[src/rtl/vga_bars_scheduler_pkg.sv]
// rtl/vga_bars_scheduler_pkg.sv - shared constants, state enum, index type and sine table for the bar scheduler
package vga_bars_pkg;

    localparam int TABLE_LEN      = 120;
    localparam int SAMPLE_W       = 9;
    localparam int SINE_AMPLITUDE = 200;
    localparam int IDX_W          = $clog2(TABLE_LEN) + 1;

    typedef logic [IDX_W-1:0]           idx_t;
    typedef logic signed [SAMPLE_W-1:0] sample_t;

    typedef enum logic [1:0] {
        IDLE,
        RUN,
        COMMIT
    } state_t;

    // round(sin(k*3deg)*200) for the first quadrant, k = 0..30
    function automatic int quarter_wave(input int k);
        case (k)
            0:  return 0;    1:  return 10;   2:  return 21;   3:  return 31;
            4:  return 42;   5:  return 52;   6:  return 62;   7:  return 72;
            8:  return 81;   9:  return 91;   10: return 100;  11: return 109;
            12: return 118;  13: return 126;  14: return 134;  15: return 141;
            16: return 149;  17: return 155;  18: return 162;  19: return 168;
            20: return 173;  21: return 178;  22: return 183;  23: return 187;
            24: return 190;  25: return 193;  26: return 196;  27: return 198;
            28: return 199;  29: return 200;
            default: return SINE_AMPLITUDE;
        endcase
    endfunction

    function automatic sample_t sine_sample(input int i);
        int v;
        if (i < TABLE_LEN / 4)           v = quarter_wave(i);
        else if (i < TABLE_LEN / 2)      v = quarter_wave(TABLE_LEN / 2 - i);
        else if (i < 3 * TABLE_LEN / 4)  v = -quarter_wave(i - TABLE_LEN / 2);
        else                             v = -quarter_wave(TABLE_LEN - i);
        return sample_t'(v);
    endfunction

endpackage

[src/rtl/vga_bars_scheduler_if.sv]
// rtl/vga_bars_scheduler_if.sv - frame tick / split-line bundle; o_Overruns present only with OVERRUN_COUNT_EN
interface vga_bars_scheduler_if #(
    parameter int NUM_BARS = 4,
    parameter int SAMPLE_W = vga_bars_pkg::SAMPLE_W
);
    logic                         i_NewFrameTick;
    logic                         i_Enable;
    logic [NUM_BARS*SAMPLE_W-1:0] o_SplitLines;
    logic                         o_Valid;
    logic                         o_Busy;
`ifdef OVERRUN_COUNT_EN
    logic [7:0]                   o_Overruns;

    modport master (
        output i_NewFrameTick, i_Enable,
        input  o_SplitLines, o_Valid, o_Busy, o_Overruns
    );
    modport slave (
        input  i_NewFrameTick, i_Enable,
        output o_SplitLines, o_Valid, o_Busy, o_Overruns
    );
`else
    modport master (
        output i_NewFrameTick, i_Enable,
        input  o_SplitLines, o_Valid, o_Busy
    );
    modport slave (
        input  i_NewFrameTick, i_Enable,
        output o_SplitLines, o_Valid, o_Busy
    );
`endif
endinterface

[src/rtl/vga_bars_scheduler_sine_rom.sv]
// rtl/vga_bars_scheduler_sine_rom.sv - synchronous-read sine ROM, TABLE_LEN x SAMPLE_W, one cycle latency
module sine_rom
    import vga_bars_pkg::*;
(
    input  logic    i_Clk,
    input  idx_t    i_Addr,
    output sample_t o_Data
);
    sample_t data_q, data_d;

    always_comb begin
        data_d = '0;
        if (i_Addr < idx_t'(TABLE_LEN)) begin
            data_d = sine_sample(int'(i_Addr));
        end
    end

    always_ff @(posedge i_Clk) begin
        data_q <= data_d;
    end

    assign o_Data = data_q;

endmodule

[src/rtl/vga_bars_scheduler.sv]
// rtl/vga_bars_scheduler.sv - per-frame sine fetch for all bars over one shared ROM
// Optional OVERRUN_COUNT_EN adds a saturating count of dropped frame ticks.
module vga_bars_scheduler
    import vga_bars_pkg::*;
#(
    parameter int NUM_BARS   = 4,
    parameter int PHASE_STEP = 30
) (
    input  logic                i_Clk,
    input  logic                i_Reset,
    vga_bars_scheduler_if.slave bus
);
    localparam int               BAR_W    = $clog2(NUM_BARS + 1);
    localparam idx_t             STEP_IDX = idx_t'(PHASE_STEP);
    localparam idx_t             LEN_IDX  = idx_t'(TABLE_LEN);
    localparam idx_t             LAST_IDX = idx_t'(TABLE_LEN - 1);
    localparam logic [BAR_W-1:0] LAST_BAR = BAR_W'(NUM_BARS);

    state_t                       state_q, state_d;
    idx_t                         base_q, base_d;
    idx_t                         addr_idx_q, addr_idx_d;
    logic [BAR_W-1:0]             bar_q, bar_d;
    sample_t                      shadow_q [NUM_BARS];
    sample_t                      shadow_d [NUM_BARS];
    logic [NUM_BARS*SAMPLE_W-1:0] split_q, split_d;
    logic                         valid_q, valid_d;
    logic                         busy_q, busy_d;
    idx_t                         step_sum;
    sample_t                      rom_data;
    logic                         start;

    assign start = bus.i_NewFrameTick && bus.i_Enable;

    sine_rom u_rom (
        .i_Clk  (i_Clk),
        .i_Addr (addr_idx_q),
        .o_Data (rom_data)
    );

    always_comb begin
        state_d    = state_q;
        base_d     = base_q;
        addr_idx_d = addr_idx_q;
        bar_d      = bar_q;
        shadow_d   = shadow_q;
        split_d    = split_q;
        valid_d    = 1'b0;
        busy_d     = busy_q;
        step_sum   = addr_idx_q + STEP_IDX;

        case (state_q)
            IDLE: begin
                if (start) begin
                    state_d    = RUN;
                    addr_idx_d = base_q;
                    bar_d      = '0;
                    busy_d     = 1'b1;
                end
            end
            RUN: begin
                addr_idx_d = (step_sum >= LEN_IDX) ? step_sum - LEN_IDX : step_sum;
                bar_d      = bar_q + BAR_W'(1);
                // ROM output now belongs to the address presented last cycle
                for (int k = 0; k < NUM_BARS; k++) begin
                    if (bar_q == BAR_W'(k + 1)) begin
                        shadow_d[k] = rom_data;
                    end
                end
                // Last sample is bypassed so split lines and o_Valid appear in the COMMIT cycle
                if (bar_q == LAST_BAR) begin
                    state_d = COMMIT;
                    busy_d  = 1'b0;
                    valid_d = 1'b1;
                    for (int k = 0; k < NUM_BARS; k++) begin
                        split_d[k*SAMPLE_W +: SAMPLE_W] = shadow_d[k];
                    end
                end
            end
            COMMIT: begin
                state_d = IDLE;
                base_d  = (base_q == LAST_IDX) ? '0 : base_q + idx_t'(1);
            end
            default: begin
                state_d = IDLE;
                busy_d  = 1'b0;
            end
        endcase
    end

    always_ff @(posedge i_Clk) begin
        if (i_Reset) begin
            state_q    <= IDLE;
            base_q     <= '0;
            addr_idx_q <= '0;
            bar_q      <= '0;
            split_q    <= '0;
            valid_q    <= 1'b0;
            busy_q     <= 1'b0;
            for (int k = 0; k < NUM_BARS; k++) begin
                shadow_q[k] <= '0;
            end
        end else begin
            state_q    <= state_d;
            base_q     <= base_d;
            addr_idx_q <= addr_idx_d;
            bar_q      <= bar_d;
            split_q    <= split_d;
            valid_q    <= valid_d;
            busy_q     <= busy_d;
            for (int k = 0; k < NUM_BARS; k++) begin
                shadow_q[k] <= shadow_d[k];
            end
        end
    end

    assign bus.o_SplitLines = split_q;
    assign bus.o_Valid      = valid_q;
    assign bus.o_Busy       = busy_q;

`ifdef OVERRUN_COUNT_EN
    logic [7:0] overruns_q, overruns_d;

    // Any accepted-looking tick outside IDLE is lost, including one landing on COMMIT
    always_comb begin
        overruns_d = overruns_q;
        if (start && (state_q != IDLE) && (overruns_q != 8'hFF)) begin
            overruns_d = overruns_q + 8'd1;
        end
    end

    always_ff @(posedge i_Clk) begin
        if (i_Reset) overruns_q <= '0;
        else         overruns_q <= overruns_d;
    end

    assign bus.o_Overruns = overruns_q;
`endif

endmodule

[src/flat_wrapper.sv]
// flat-port wrapper written by rule: the top's interface ports become plain ports
module vga_bars_scheduler_flat import vga_bars_pkg::*;
#(
    parameter int NUM_BARS   = 4,
    parameter int PHASE_STEP = 30
)
  (i_Clk, i_Reset, bus_i_NewFrameTick, bus_i_Enable, bus_o_SplitLines, bus_o_Valid, bus_o_Busy);
  vga_bars_scheduler_if #(.NUM_BARS(NUM_BARS), .SAMPLE_W((9))) bus_i ();
  input  logic i_Clk;
  input  logic i_Reset;
  input wire logic [$bits(bus_i.i_NewFrameTick)-1:0] bus_i_NewFrameTick;
  input wire logic [$bits(bus_i.i_Enable)-1:0] bus_i_Enable;
  output wire logic [$bits(bus_i.o_SplitLines)-1:0] bus_o_SplitLines;
  output wire logic [$bits(bus_i.o_Valid)-1:0] bus_o_Valid;
  output wire logic [$bits(bus_i.o_Busy)-1:0] bus_o_Busy;
  assign bus_i.i_NewFrameTick = bus_i_NewFrameTick;
  assign bus_i.i_Enable = bus_i_Enable;
  assign bus_o_SplitLines = bus_i.o_SplitLines;
  assign bus_o_Valid = bus_i.o_Valid;
  assign bus_o_Busy = bus_i.o_Busy;
  vga_bars_scheduler #(.NUM_BARS(NUM_BARS), .PHASE_STEP(PHASE_STEP)) u_core (.i_Clk(i_Clk), .i_Reset(i_Reset), .bus(bus_i));
endmodule
[config.mk]
export PLATFORM = sky130hd
export DESIGN_NAME = vga_bars_scheduler_flat
export DESIGN_NICKNAME = d
export VERILOG_FILES = /design/src/rtl/vga_bars_scheduler_pkg.sv /design/src/rtl/vga_bars_scheduler_if.sv /design/src/rtl/vga_bars_scheduler_sine_rom.sv /design/src/rtl/vga_bars_scheduler.sv /design/src/flat_wrapper.sv
export SDC_FILE = /design/constraint.sdc
export NUM_CORES = 1
export LEC_CHECK = 0
export ABC_AREA = 1
export CAP_MARGIN = 10
export CORE_ASPECT_RATIO = 0.7
export CORE_UTILIZATION = 60
export CTS_CLUSTER_SIZE = 24
export DETAILED_ROUTE_END_ITERATION = 10
export GPL_TIMING_DRIVEN = 0
export HOLD_SLACK_MARGIN = 0.15
export PLACE_DENSITY = 0.77
export SYNTH_ARGS = -nofsm -noshare
export SYNTH_HDL_FRONTEND = slang
export SYNTH_MEMORY_MAX_BITS = 65536
export SYNTH_SLANG_ARGS = --single-unit
export TNS_END_PERCENT = 1
[constraint.sdc]
create_clock -name i_Clk -period 4.9 [get_ports i_Clk]
set_input_delay 0.98 -clock i_Clk [delete_from_list [all_inputs] [get_ports i_Clk]]
set_output_delay 0.98 -clock i_Clk [all_outputs]
set_load 0.005 [all_outputs]
# Word-level counts from Yosys, hierarchy flattened
# Memory sizes are Yosys's and may differ from the RTL's. A register that Yosys moved wholly into a read port is not among the register bits.
# Cells that the tools add are included.
[classes]
n_reduce_logical = 12
n_lt_le_gt_ge = 5
muxes = 34
bitwise_logic = 2
n_addsub = 9
n_eq_ne = 9
[ops]
columns = ["cell", "count"]
rows = [
  ["2-to-1 mux 9 bit", 19],
  ["zero test 27 bit", 3],
  ["2-to-1 mux 8 bit", 3],
  ["negation 9 bit", 2],
  ["less-than comparator 8 x 7 -> 1 bit, second input constant", 2],
  ["case mux 8 bit (2 select lines)", 1],
  ["2-to-1 mux 5 bit", 2],
  ["subtractor 6 x 8 -> 9 bit, first input constant", 1],
  ["subtractor 7 x 8 -> 9 bit, first input constant", 1],
  ["subtractor 8 x 6 -> 9 bit, second input constant", 1],
  ["adder 8 x 1 -> 8 bit, second input constant", 1],
  ["adder 8 x 5 -> 8 bit, second input constant", 1],
  ["== test 8 x 7 -> 1 bit, second input constant", 1],
  ["greater-or-equal comparator 8 x 7 -> 1 bit, second input constant", 1],
  ["less-than comparator 8 x 5 -> 1 bit, second input constant", 1],
  ["less-than comparator 8 x 6 -> 1 bit, second input constant", 1],
  ["subtractor 8 x 7 -> 8 bit, second input constant", 1],
  ["== test 3 x 2 -> 1 bit, second input constant", 2],
  ["case mux 3 bit (2 select lines)", 1],
  ["AND reduction 2 bit", 3],
  ["2-to-1 mux 2 bit", 2],
  ["inequality test 2 x 1 -> 1 bit, second input constant", 2],
  ["case mux 2 bit (2 select lines)", 1],
  ["adder 3 x 1 -> 3 bit, second input constant", 1],
  ["14 further kinds", 17],
]
[word_totals]
rom_bits = 1024
output_inout_bits = 38
elab_cells = 87
n_memories = 4
regBits = 104
inputBits = 4
[memory_table]
columns = ["memory", "words", "word_bits", "rd", "rd_ports_with_merged_regs", "write_ports", "line", "rtl"]
rows = [
  ["(no name shown)", 32, 8, 1, 1, 0, "vga_bars_scheduler_pkg.sv:20", "case (k)"],
  ["(no name shown)", 32, 8, 1, 0, 0, "vga_bars_scheduler_pkg.sv:20", ""],
  ["(no name shown)", 32, 8, 1, 0, 0, "vga_bars_scheduler_pkg.sv:20", ""],
  ["(no name shown)", 32, 8, 1, 0, 0, "vga_bars_scheduler_pkg.sv:20", ""],
]

# Logic depth before layout (Yosys ltp)
# Gate-level depths: netlist (run 1).
[logic_depth]
ltp_word = 11
mapped_depth = 23
depth_no_buf = 21

# By module
# From an unflattened synthesis (run 1), not the netlist that was laid out.
[hier_totals]
hier_cells = 979
area_unflattened_um2 = 6626.4
[by_module_without_submodules]
columns = ["module", "area_each_um2", "instances", "cells_each", "seq_area_each_um2"]
rows = [
  ["vga_bars_scheduler", 3787.4, 1, 479, 1721.7],
  ["sine_rom", 2839.0, 1, 500, 180.2],
]

# Worst setup path before layout (run 1)
# OpenSTA, ideal clock, no wires.
[synth_timing]
path_kind = "reg2reg"
start = "register u_core.addr_idx_q[0]"
end = "register u_core.u_rom.data_q[6] (netlist: u_core.u_rom.o_Data[6])"
stages_incl_launch_ff = 22
setup_time_ns = 0.112
period_less_slack_ns = 2.804
path_slack_ns = 2.096
n_path_buf = 2
required_time_ns = 4.788
arrival_ns = 2.692
cell_sequence = "dfxtp_1 inv_2 buf_6 ha_1 ha_1 buf_4 clkinv_1 nor2_1 nor2_1 nand2_1 nand3_1 nand2_1 nor2_1 inv_1 ha_1 nand3_1 nor2_2 nand2_1 nand3_1 nand2_1 nand2_1 nand2_1"
[synth_between]
elab_chain_cells = 11
word_cells_on_any_way = 29
cone_classes = "add/sub (5); order compare (4); mux (14); reduce/logical (3); memory (3)"
[synth_lines]
columns = ["element", "line", "rtl"]
rows = [
  ["start, declared", "vga_bars_scheduler.sv:21", "idx_t addr_idx_q, addr_idx_d;"],
  ["start signal, assigned", "vga_bars_scheduler.sv:105", "addr_idx_q <= addr_idx_d;"],
  ["subtractor 7 x 8 -> 9 bit / subtractor 8 x 6 -> 9 bit (equally long branches)", "vga_bars_scheduler_pkg.sv:38, vga_bars_scheduler_pkg.sv:37", ""],
  ["memory (32 x 8 bit) / zero test 27 bit (equally long branches)", "--", ""],
  ["2-to-1 mux 9 bit", "vga_bars_scheduler_pkg.sv:20", ""],
  ["2-to-1 mux 9 bit", "vga_bars_scheduler_pkg.sv:37", "else if (i < 3 * TABLE_LEN / 4) v = -quarter_wave(i - TABLE_LEN / 2);"],
  ["2-to-1 mux 9 bit", "vga_bars_scheduler_pkg.sv:36", "else if (i < TABLE_LEN / 2) v = quarter_wave(TABLE_LEN / 2 - i);"],
  ["2-to-1 mux 9 bit", "vga_bars_scheduler_pkg.sv:35", "if (i < TABLE_LEN / 4) v = quarter_wave(i);"],
  ["2-to-1 mux 9 bit", "vga_bars_scheduler_sine_rom.sv:13", "if (i_Addr < idx_t'(TABLE_LEN)) begin"],
  ["negation 9 bit, on equally long branches", "vga_bars_scheduler_pkg.sv:38, vga_bars_scheduler_pkg.sv:37", ""],
  ["2-to-1 mux 9 bit", "vga_bars_scheduler_pkg.sv:37", ""],
  ["2-to-1 mux 9 bit", "vga_bars_scheduler_pkg.sv:36", ""],
  ["2-to-1 mux 9 bit", "vga_bars_scheduler_pkg.sv:35", ""],
  ["end signal, assigned", "vga_bars_scheduler_sine_rom.sv:19", "data_q <= data_d;"],
  ["end, declared", "vga_bars_scheduler_sine_rom.sv:9", "sample_t data_q, data_d;"],
]
# Parallel ways exist; a longest one is shown, timed or not. The select of a mux whose other input is x is not followed.
# A chain may end at the register's enable or synchronous reset.

# Final worst setup path (run 1)
# Same ends and word-level chain as after synthesis.

==> flow_summary_export.csv, run 1 <==
group,metric,value,unit
timing,max_freq,267,MHz
detailed_routing,drt_iter0_drc,880,
yosys,synth_fa_ha_area_frac,0.0755,
cells_and_area,post_route_cells_drive_above_1_share,0.0780,
worst_setup_path,crit_top_cell,"nand2_1",
status,outcome,"complete, no violations",
yosys,avgSynthCellArea,6.57,µm²
placed_design,dpl.hpwl,14.7,mm
global_route,grt_max_degree,19,
placed_design,routabilityCongestion,0.957,
yosys,syn_inst,1060,
worst_setup_path,crit_type,"reg -> reg",
clock_network,cts_tree,"built",
yosys,ys_warn_count,0,
floorplanning,row_count,32,
pwr,vdd_drop_max,0.206,mV
cells_and_area,post-route-util,0.704,
yosys,yosys_register_bits,103,
yosys,syn_area,6960,µm²
worst_setup_path,ff2ff_setup_slack,1.16,ns
timing,fin_crit_sh,0.764,
cells_and_area,nets,1157,
global_route,grt_pass1_wl,31.7,mm
yosys,synthSimpleGateAreaFrac,0.348,
detailed_routing,drc,0,
yosys,synth_top_family_by_area,"simple AND/OR/NAND/NOR gates",
yosys,synth_top_cell_area_share,0.296,
floorplanning,die_w,131,µm
yosys,yosys-top-cells-count,"nand2_1 (284), nand3_1 (112), dfxtp_1 (103)",
detailed_routing,antenna_left,0,
worst_setup_path,slowest_stage,"dfxtp_1",
global_route,grt_pass1_vias,6245,
timing,hold_violations,0,
clock_network,cts.clk_slew.worst_paths,0.07,ns
placed_design,pre_cts_slack,1.14,ns
cells_and_area,antenna_cells,0,
clock_network,ctsRootBufferMaster,"clkbuf_16",
pwr,finalPower,2400,µW
detailed_routing,viasPerCell,5.66,
placed_design,dp_cells,1253,
clock_network,cts_hold_buf,0,
pwr,power.density,305,nW/µm²
clock_network,ctsResizeCount,0,
timing,worst_pin_slew,0.848,ns
worst_setup_path,worstPathArrival,3.99,ns
clock_network,cts_made_buffers,9,
yosys,synth_edf_count,0,
global_route,antenna_found_initial,0,
yosys,synth_area_leaders,"dfxtp_1 (30%), nand2_1 (15%), nand3_1 (8.1%)",
floorplanning,num_io_pins,42,
timing,fin_ws,1.16,ns
worst_setup_path,slowest_delay,0.70,ns
floorplanning,die_y,92.1,µm
yosys,synth_ff_type,"dfxtp_1",
run,max-cap-violations,0,
clock_network,cts_setup_buffers,0,
worst_setup_path,cp-start-kind,"flip-flop",
clock_network,clock_path_buffers,2,
timing,maxSlewHeadroom,0.430,
worst_setup_path,crit_path_max_fanout,11,
pwr,p_leak,0.00348,µW
clock_network,clk_latency,0.36,ns
yosys,synth_cell_types,49,
cells_and_area,syn2layout_area_growth,13.1,%
floorplanning,start_util,0.623,
yosys,synth.most_common_cell,"nand2_1",
global_route,track_usage,0.339,
worst_setup_path,end_kind,"flip-flop",
floorplanning,core_area,11200,µm²
yosys,synthesis.nets,1106,
cells_and_area,instances_no_fill,1269,
yosys,muxShareOfSynthArea,0,
global_route,gr-total-overflow,0,
detailed_routing,wire_per_inst,15.6,µm
yosys,async_flop_share,0,
worst_setup_path,critPathRequiredTime,5.15,ns
detailed_routing,num_vias,7186,
yosys,synth_top_area_cell,"dfxtp_1",
yosys,ys_seq_area_frac,0.296,
worst_hold_path,worst_hold_path_type,"reg -> reg",
floorplanning,die_area,12000,µm²
timing,finalCriticalPeriod,3.74,ns
clock_network,cts.sinks,103,
timing,finalClockSkew,0.0109,ns
clock_network,htree_num_levels,3,
timing,rsz0062_at_grt,"no",
yosys,synth_xor_area_frac,0.0140,
worst_setup_path,path_cells,"inv_2 > buf_6 > ha_1 > clkbuf_1 > inv_1 > nand2_1 > nand2_1 > nand2_1 > nand3_1 > nand3_1 > nand2_1 > nor2_1 > inv_1 > ha_1 > nand3_1 > nor2_2 > nand2_1 > nand2_1 > nand3_1 > nand2_1 > nand2_1 > nand2_1",
detailed_routing,routed_wl,19.8,mm
timing,tns,0,ns
yosys,synth-compound-area-share,0.161,
detailed_routing,drt_pre_antenna_iters,6,
timing,finalMaxSlewViolations,0,
timing,setup_viol,0,
placed_design,port_buffers,40,
path summary, 6_finish.rpt:
path,cells past startpoint,endpoint,from
max reg2reg,22,u_core.u_rom.o_Data[6],u_core.addr_idx_q[0]
max,22,u_core.u_rom.o_Data[6],u_core.addr_idx_q[0]
min reg2reg,2,u_core.u_rom.o_Data[6],flip-flop
min,2,u_core.u_rom.o_Data[6],flip-flop
registers in the layout, summed over array words and instances (netlist names), named ones only:
| register | flops |
|---|---|
| u_core.u_rom.o_Data | 9 |
| u_core.bar_q | 3 |
| u_core.state_q | 2 |
| u_core.bus.o_Busy | 1 |
| u_core.addr_idx_q | 8 |
| u_core.bus.o_Valid | 1 |
| u_core.bus.o_SplitLines | 36 |
| u_core.base_q | 8 |
| u_core.shadow_q | 27 |
cells in the final DEF, fill, tap and decap left out, types with 2 or more instances in the layout:
cell / instances
xnor2_1: 2
a31oi_1: 9
nand3_4: 2
nor2_1: 81
a211oi_1: 5
buf_1: 4
clkinv_1: 4
nand2_2: 8
nand3_2: 6
xor2_1: 6
clkbuf_8: 2
nor2_2: 8
clkinv_4: 2
nand2_1: 284
clkbuf_16: 9
clkbuf_1: 28
inv_4: 3
buf_4: 4
nand4_1: 5
inv_2: 8
nand3b_1: 6
o21ai_0: 94
nor4_1: 3
inv_8: 2
buf_6: 5
nor3_1: 13
a21oi_1: 48
o211ai_1: 27
o21ai_2: 2
a21oi_2: 2
nand3_1: 112
nor2_4: 6
o22ai_1: 2
o21ai_1: 5
clkdlybuf4s50_1: 40
dfxtp_1: 103
ha_1: 42
buf_2: 9
nor3b_1: 3
inv_1: 97
stage by stage:
stage | hold slack (ns) | instance area [µm²]
after floorplan | 0.403 | 6960
after global placement | 0.436 | 7550
after detailed placement | 0.439 | 7550
after CTS | 0.456 | 7870
after global routing | 0.488 | 7870
final | 0.450 | 7870
cell type report:
class / count / area (µm²)
Buffer: 53 / 295
Clock buffer: 10 / 239
Clock inverter: 6 / 77.6
Fill cell: 1009 / 3300
Inverter: 113 / 433
Multi-Input combinational cell: 791 / 4170
Sequential cell: 103 / 2060
Tap cell: 153 / 191
Timing Repair Buffer: 40 / 400
cell families (layout without fill, tap and decap cells):
group / after synthesis / in the layout
and+or+nand+nor: 542 / 542
AOI/OAI and AO/OA: 198 / 198
buffers and inverters: 166 / 222
DFF: 103 / 103
adders and majority gates: 42 / 42
xor gates and xnor gates: 9 / 9
power by group:
| group | total (µW) | switching [µW] | internal, µW |
|---|---|---|---|
| Clock | 757 | 337 | 419 |
| Combinational | 718 | 496 | 222 |
| Sequential | 923 | 31.3 | 892 |
worst max-delay path: cells and delay by family, from the launching register on:
kind	cells	cell delay [ns]
AND/OR/NAND/NOR	15	1.37
buffers and inverters	5	0.91
adder cells (fa/ha/maj)	2	0.67
flip-flops	1	0.70
per-layer routing:
| layer | track usage | routed length (µm) |
|---|---|---|
| met5 | 0 | 0 |
| met4 | 0.0642 | 196 |
| met3 | 0.0828 | 1930 |
| met2 | 0.486 | 7980 |
| met1 | 0.509 | 9690 |
Power figures use the tool's default switching activity.
==> inputs of run 2 (changes only) <==
Settings changed: CORE_UTILIZATION 60 to 55, PLACE_DENSITY 0.77 to 0.75.
Clock period 4.9 ns to 3.37 ns, I/O delays scaled along.
==> run 2 against run 1 <==
Clock-buffer cell count unchanged. Hold slack improved by 0.034 ns. Die area increased by 8.9%. Combinational power increased by 46%. Utilization decreased by 4.7 points. Worst setup slack got worse by 0.89 ns. Highest routed layer unchanged. Non-clock buffer count unchanged.
==> flow_summary_export.csv, run 2 (same netlist as run 1, synthesis figures left out) <==
group,metric,value,unit
clock_network,cts.clk_slew.worst_paths,0.07,ns
worst_setup_path,r2r_start,"u_core.addr_idx_q[1]",
worst_setup_path,cp-start-kind,"flip-flop",
timing,max_freq,322,MHz
worst_setup_path,slowest_delay,0.42,ns
pwr,vdd_drop_max,0.267,mV
detailed_routing,wire_per_inst,15.2,µm
floorplanning,start_util,0.579,
cells_and_area,syn2layout_area_growth,13.4,%
floorplanning,die_y,96.1,µm
placed_design,dpl.hpwl,14.8,mm
global_route,grt_max_degree,20,
clock_network,cts_made_buffers,9,
timing,hold_violations,0,
worst_hold_path,hold_depth,2,
cells_and_area,nets,1157,
placed_design,dp_cells,1257,
floorplanning,row_count,33,
clock_network,cts_setup_buffers,0,
placed_design,placed_area,7560,µm²
clock_network,clk_latency,0.36,ns
timing,finalClockSkew,0.0111,ns
worst_setup_path,critPathRequiredTime,3.67,ns
placed_design,port_buffers,40,
pwr,power_frac_comb,0.305,
cells_and_area,antenna_cells,0,
worst_hold_path,min_from,"u_core.bus.o_SplitLines[13]",
global_route,grt_pass1_wl,31.4,mm
timing,fin_crit_sh,0.921,
worst_setup_path,crit_path_max_fanout,12,
floorplanning,core_area,12000,µm²
status,outcome,"complete, no violations",
clock_network,cts_hold_buf,0,
cells_and_area,layout_common_cells,"nand2_1 (283), nand3_1 (112), dfxtp_1 (100), inv_1 (96), o21ai_0 (94)",
pwr,intPower,2170,µW
detailed_routing,drc,0,
worst_setup_path,end_kind,"flip-flop",
timing,tns,0,ns
pwr,switching_share,0.371,
cells_and_area,largest_reg_flops,36,
placed_design,routabilityCongestion,0.918,
detailed_routing,viasPerCell,5.55,
floorplanning,num_io_pins,42,
pwr,p_leak,0.00348,µW
pwr,clockPowerShare,0.303,
clock_network,htree_num_levels,3,
worst_setup_path,slowest_stage,"dfxtp_2",
timing,setup_viol,0,
cells_and_area,post-route-util,0.657,
detailed_routing,num_vias,7069,
detailed_routing,antenna_left,0,
cells_and_area,post_route_cells_drive_above_1_share,0.0851,
cells_and_area,final_common_cell,"nand2_1",
global_route,track_usage,0.311,
run,max-cap-violations,0,
timing,worst_pin_slew,0.772,ns
clock_network,cts.sinks,103,
global_route,antenna_found_initial,0,
timing,rsz0062_at_grt,"no",
detailed_routing,routed_wl,19.4,mm
worst_setup_path,crit_buf_inv,5,
timing,maxSlewHeadroom,0.481,
global_route,grt_pass1_vias,6176,
worst_setup_path,ff2ff_setup_slack,0.27,ns
clock_network,ctsRootBufferMaster,"clkbuf_16",
detailed_routing,drt_pre_antenna_iters,6,
worst_hold_path,worst_hold_path_type,"reg -> reg",
worst_setup_path,path_cells,"buf_4 > inv_4 > ha_4 > ha_1 > buf_4 > clkinv_2 > nor2_1 > nor2_1 > nand2_1 > nand3_1 > nand2_1 > nor2_1 > inv_1 > ha_1 > nand3_1 > nor2_2 > nand2_1 > nand2_1 > nand3_1 > nand2_1 > nand2_1 > nand2_1",
worst_setup_path,critical-path-top-delay-family,"simple AND/OR/NAND/NOR gates",
floorplanning,die_area,13100,µm²
clock_network,cts_tree,"built",
worst_hold_path,worstHoldEndpoint,"u_core.bus.o_SplitLines[13]",
worst_setup_path,worstRegToRegCells,22,
timing,finalCriticalPeriod,3.10,ns
global_route,gr-total-overflow,0,
cells_and_area,instances_no_fill,1273,
floorplanning,die_w,136,µm
worst_setup_path,crit_type,"reg -> reg",
cells_and_area,design_area,7900,µm²
detailed_routing,drt_iter0_drc,746,
pwr,p_sw,1280,µW
pwr,finalPower,3450,µW
worst_setup_path,reg2reg_to,"u_core.u_rom.o_Data[6]",
worst_setup_path,crit_top_cell,"nand2_1",
timing,finalMaxSlewViolations,0,
pwr,power.density,437,nW/µm²
pwr,p_seq_frac,0.392,
worst_setup_path,worstPathArrival,3.40,ns
clock_network,clock_path_buffers,2,
==> run 2: changes by cell type in the layout (fill, tap and decap cells not counted), sizes merged <==
cell	change
bufinv	-1
buf	-1
clkbuf	+1
inv	+1
==> run 2: how the worst max path moves through the flow <==
stage,depth (start not counted),endpoint,startpoint
after global placement,22,u_core.u_rom.o_Data[6],u_core.addr_idx_q[0]
after detailed placement,22,u_core.u_rom.o_Data[6],u_core.addr_idx_q[0]
after floorplan,21,u_core.u_rom.o_Data[6],u_core.addr_idx_q[0]
after CTS,22,u_core.u_rom.o_Data[6],u_core.addr_idx_q[1]
final,22,u_core.u_rom.o_Data[6],u_core.addr_idx_q[1]
after global routing,22,u_core.u_rom.o_Data[6],u_core.addr_idx_q[1]
==> run 2: area by class of cell <==
class	count	area, µm²
fillers	1115	4120
clock buffers	10	239
well taps	157	196
repair buffers	40	400
clock inverters	6	62.6
multi-input cells	791	4190
flip-flops and latches	103	2070
inverters	113	438
plain buffers	53	302
==> run 2: through the flow <==
stage,hold slack (ns),worst slack [ns]
floorplan,0.403,0.566
global placement,0.466,-0.191
detailed placement,0.472,-0.169
CTS,0.488,0.0805
global route,0.516,0.0582
finish,0.484,0.268
==> run 2: worst register-to-register path: stages (launching register included) <==
cell and delay [ns]:
dfxtp_2 0.42, buf_4 0.24, inv_4 0.12, ha_4 0.21, ha_1 0.31, buf_4 0.18
clkinv_2 0.16, nor2_1 0.17, nor2_1 0.07, nand2_1 0.06, nand3_1 0.06, nand2_1 0.08
nor2_1 0.06, inv_1 0.07, ha_1 0.20, nand3_1 0.12, nor2_2 0.15, nand2_1 0.07
nand2_1 0.05, nand3_1 0.07, nand2_1 0.08, nand2_1 0.05, nand2_1 0.05
==> run 2: repair_timing <==
| item | CTS | global route |
|---|---|---|
| gates resized for setup | 3 | 11 |
| setup endpoints to repair | 7 | 13 |
| endpoints found under the hold margin | 0 | 0 |
==> run 2: metal layers <==
metal  GRT usage  up-vias  wire, µm
met5           0        -         0
li1            -     3591         -
met1       0.473     3181      9660
met4      0.0519        0       116
met3      0.0737       11      1850
met2       0.441      286      7740
==> run 2: power groups by stage <==
| stage | Clock (µW) | Combinational (µW) | Sequential, µW |
|---|---|---|---|
| global route | 1100 | 1170 | 1360 |
| finish | 1050 | 1050 | 1350 |
| detailed placement | 0 | 1010 | 1380 |
| floorplan | 0 | 758 | 1350 |
| global placement | 0 | 1010 | 1380 |
| CTS | 1060 | 1020 | 1350 |
==> inputs of run 3 (changes only) <==
Settings changed: PLACE_DENSITY 0.75 to default, PLACE_DENSITY_LB_ADDON from default to 0.15.
==> run 3 against run 2 <==
Die area unchanged. Maximum frequency down 0.27%. Hold slack better by 0.00058 ns. Utilization shrank 0.094 points. Clock power fell by 4%. Non-clock buffer count is the same. Worst setup slack worse by 0.0085 ns. Via count rose by 1.6%. Cell count unchanged.
==> flow_summary_export.csv, run 3 (same netlist as run 1, synthesis figures left out) <==
group,metric,value,unit
cells_and_area,post_route_cells_drive_above_1_share,0.0842,
timing,fin_ws,0.259,ns
detailed_routing,viasPerCell,5.64,
detailed_routing,num_vias,7184,
clock_network,cts.sinks,103,
cells_and_area,antenna_cells,0,
detailed_routing,antenna_left,0,
detailed_routing,drt_pre_antenna_iters,6,
detailed_routing,wire_per_inst,15.3,µm
cells_and_area,fillers,1124,
floorplanning,core_area,12000,µm²
floorplanning,start_util,0.579,
clock_network,cts_tree,"built",
placed_design,port_buffers,40,
worst_hold_path,hold_depth,2,
cells_and_area,largest_reg_flops,36,
floorplanning,die_area,13100,µm²
timing,hold_slack,0.484,ns
global_route,antenna_found_initial,0,
placed_design,routabilityCongestion,0.961,
cells_and_area,nets,1157,
timing,finalClockSkew,0.0147,ns
global_route,track_usage,0.305,
worst_setup_path,worstPathArrival,3.35,ns
floorplanning,die_y,96.1,µm
global_route,grt_max_degree,20,
worst_setup_path,end_kind,"flip-flop",
worst_setup_path,crit_buf_inv,2,
detailed_routing,drc,0,
worst_setup_path,slowest_stage,"nor3_1",
placed_design,pre_cts_slack,-0.293,ns
worst_setup_path,cp-start-kind,"primary input",
placed_design,placed_area,7560,µm²
clock_network,ctsResizeCount,4,
cells_and_area,seqCellArea,2070,µm²
timing,fin_crit_sh,0.923,
worst_setup_path,critPathRequiredTime,3.61,ns
worst_hold_path,worst_hold_path_type,"reg -> reg",
clock_network,cts.clk_slew.worst_paths,0.07,ns
pwr,power.density,434,nW/µm²
clock_network,ctsRootBufferMaster,"clkbuf_16",
global_route,grt_pass1_wl,30.8,mm
timing,maxSlewHeadroom,0.369,
floorplanning,row_count,33,
floorplanning,num_io_pins,42,
worst_setup_path,worstRegToRegCells,17,
timing,worst_pin_slew,0.940,ns
timing,rsz0062_at_grt,"no",
timing,finalMaxSlewViolations,0,
cells_and_area,post-route-util,0.656,
cells_and_area,design_area,7880,µm²
status,outcome,"complete, no violations",
detailed_routing,drt_iter0_drc,810,
global_route,gr-total-overflow,0,
detailed_routing,routed_wl,19.5,mm
clock_network,htree_num_levels,3,
clock_network,cts_setup_buffers,0,
pwr,p_leak,0.00348,µW
run,max-cap-violations,0,
worst_setup_path,slowest_delay,0.77,ns
clock_network,clk_latency,0.35,ns
worst_setup_path,path_cells,"clkdlybuf4s50_1 > nand3_4 > nor2_1 > nor2_1 > nor3_1 > inv_1 > ha_1 > o21ai_0 > nand3b_1 > nand3_1 > nand2_1",
worst_setup_path,crit_top_cell,"nor2_1",
timing,finalCriticalPeriod,3.11,ns
pwr,vdd_drop_max,0.307,mV
clock_network,cts_made_buffers,9,
clock_network,cts_hold_buf,0,
cells_and_area,layout_common_cells,"nand2_1 (283), nand3_1 (112), dfxtp_1 (100), inv_1 (97), o21ai_0 (94)",
global_route,grt_pass1_vias,5991,
worst_setup_path,crit_cells,11,
worst_setup_path,crit_path_max_fanout,7,
placed_design,dp_cells,1257,
timing,setup_viol,0,
floorplanning,die_w,136,µm
cells_and_area,syn2layout_area_growth,13.3,%
clock_network,clock_path_buffers,2,
placed_design,dpl.hpwl,15.0,mm
cells_and_area,multi_input_area,4180,µm²
worst_setup_path,critical-path-top-delay-family,"simple AND/OR/NAND/NOR gates",
cells_and_area,final_common_cell,"nand2_1",
worst_setup_path,crit_type,"in -> reg",
timing,hold_violations,0,
cells_and_area,instances_no_fill,1273,
timing,max_freq,321,MHz
## run 3: metal layers
layer,global-route usage,part of all wire
met5,0,0
met4,0.0481,0.0065
met3,0.0648,0.093
met2,0.427,0.40
met1,0.475,0.50
## run 3: path summary, 6_finish.rpt
kind / from / to / slack, ns
min reg2reg: u_core.bus.o_SplitLines[24] / u_core.bus.o_SplitLines[24] / 0.48
max reg2reg: u_core.addr_idx_q[2] / u_core.u_rom.o_Data[7] / 0.28
min: u_core.bus.o_SplitLines[24] / u_core.bus.o_SplitLines[24] / 0.48
max: bus_i_NewFrameTick / flip-flop / 0.26
## run 3: metrics by stage
step / TNS (ns) / power (µW)
final: 0 / 3420
after detailed placement: -1.38 / 2390
after CTS: 0 / 3390
after floorplan: 0 / 2110
after global placement: -1.00 / 2380
after global routing: 0 / 3600
## run 3: worst register-to-register path: stages, from the launching register on
cell      delay (ns)
dfxtp_2         0.56
inv_4           0.17
ha_1            0.37
inv_1           0.07
clkbuf_1        0.21
or2_2           0.34
nand3_1         0.08
nand2_1         0.09
nand2_1         0.19
nand2_1         0.12
nor2_1          0.19
nand2_1         0.07
nand2_1         0.06
nand2_1         0.04
inv_1           0.04
nand2_1         0.04
o21ai_1         0.23
nand2_1         0.10
## run 3: area by class of cell
type / count / area share
Multi-Input combinational cell: 791 / 0.531
Sequential cell: 103 / 0.262
Inverter: 113 / 0.0557
Timing Repair Buffer: 40 / 0.0508
Buffer: 53 / 0.0384
Clock buffer: 9 / 0.0286
Tap cell: 157 / 0.0249
Clock inverter: 7 / 0.00857
## run 3: report_power, final
group | internal [µW] | total [µW] | switching, µW
Combinational | 331 | 1050 | 721
Sequential | 1300 | 1350 | 56.4
Clock | 519 | 1010 | 494
Total | 2150 | 3420 | 1270
==> RTL edit: new RTL, config.mk and constraints of run 3 <==
Set the package constant `TABLE_LEN` to 180 (it was 120).
--- a/src/rtl/vga_bars_scheduler_pkg.sv
+++ b/src/rtl/vga_bars_scheduler_pkg.sv
@@ -1,7 +1,7 @@
 // rtl/vga_bars_scheduler_pkg.sv - shared constants, state enum, index type and sine table for the bar scheduler
 package vga_bars_pkg;
 
-    localparam int TABLE_LEN      = 120;
+    localparam int TABLE_LEN      = 180;
     localparam int SAMPLE_W       = 9;
     localparam int SINE_AMPLITUDE = 200;
     localparam int IDX_W          = $clog2(TABLE_LEN) + 1;
Formal check against the unedited RTL: no difference found for any inputs over 4 cycles, from zero or initial values and one cycle with i_Reset high; that may be too few to reach the edited logic, so the function may still have changed.
==> RTL edit against run 3 <==
The flow now finishes with violations (design-rule violations). Die area grew 2.9%. Largest cell class unchanged. Area after synthesis grew 2.9%. Maximum frequency shrank 2.4%. Non-clock buffer count grew 1. Utilization shrank 0.30 points. Total power grew 4.0%. Worst setup slack lost 0.077 ns. Sequential cell count grew 2. Final area grew 4.0%. Critical path depth grew 8. Routed wire length grew 8.4%. Sequential share of layout area shrank 0.48 points. Cell count grew 4.9%.
==> RTL edit: results (changes against run 3) <==
status=finished, violations left; failing checks=design-rule violations; WHS=0.439 ns (-0.0456 ns); vias in the first global route=6,354 (+6.1%); average wire per standard cell=15.8 um (+3.3%); Slowest cell on crit path=dfxtp_4; worst hold endpoint=u_core.u_rom.o_Data[2]$_SDFF_PP0_; Final period util=0.946 (+0.0227); total length of routed met2 wires=7730 um (-0.54%); CP Data Arrival Time=3.48 ns (+0.13 ns); global-route wire length before repair=34,300 um (+11%); DRC Markers=13 (+13); total routed wirelength=21,200 um (+8.4%); DRT iter0 DRCs=757 (-6.5%); met1 WL=11,200 um (+14%); fin nets=1,213 (+4.8%); Synth top cells by count=nand2_1 (263), nand3_1 (113), nor2_1 (110); post-DP HPWL=16,400 um (+9.2%); Max VDD drop=0.305 mV (-0.63%); Pleak=3.62 nW (+4.1%); Placed Area=7770 um2 (+2.8%); crit path max fanout=10 (+3); Multi-input gate area=4420 um2 (+5.7%); Total GRT Usage=0.320 (+0.0145); Worst R2R End=u_core.u_rom.o_Data[6]$_SDFF_PP0_; Synth area leaders=dfxtp_1 (29%), nand2_1 (14%), nand3_1 (7.9%); share of layout cells above drive strength 1=0.0972 (+0.0130); global routing met2 resource utilization=0.404 (-0.0227); pre-CTS setup slack=-0.349 ns (-0.0566 ns); routed vias/inst=5.61 (-0.68%); crit path from=u_core.addr_idx_q[2]$_SDFFE_PP0P_; Placer Congestion=0.964 (+0.34%); routing usage on met1=0.522 (+0.0467); internal reg-to-reg setup slack=0.18 ns (-0.10 ns); Synth Area per Inst=6.45 um2 (-1.8%); met3 Usage GRT=0.0902 (+0.0254)
RTL edit: timing repair:
item,in CTS,in global routing
endpoints found under the setup margin,15,15
pin swaps,0,1
resized for setup,11,21
setup buffers,4,2
RTL edit: power by group:
group,internal (mW),switching [mW]
Clock,0.521,0.487
Sequential,1.32,0.0428
Combinational,0.363,0.821
Total,2.20,1.35
RTL edit: area by class of cell:
class / instances / area share
well taps: 162 / 0.0247
clock buffers: 10 / 0.0279
plain buffers: 48 / 0.0302
inverters: 124 / 0.0583
flip-flops and latches: 105 / 0.258
multi-input cells: 834 / 0.539
repair buffers: 46 / 0.0543
clock inverters: 6 / 0.00763
RTL edit: cell families (layout without fill, tap and decap cells):
family	count (synthesis)	in the layout	share of synthesized area
DFF	105	105	0.293
and+or+nand+nor	559	559	0.350
AOI/OAI and AO/OA	226	226	0.177
xor gates and xnor gates	8	8	0.00978
adders and majority gates	41	41	0.0727
buffers and inverters	172	234	0.0973
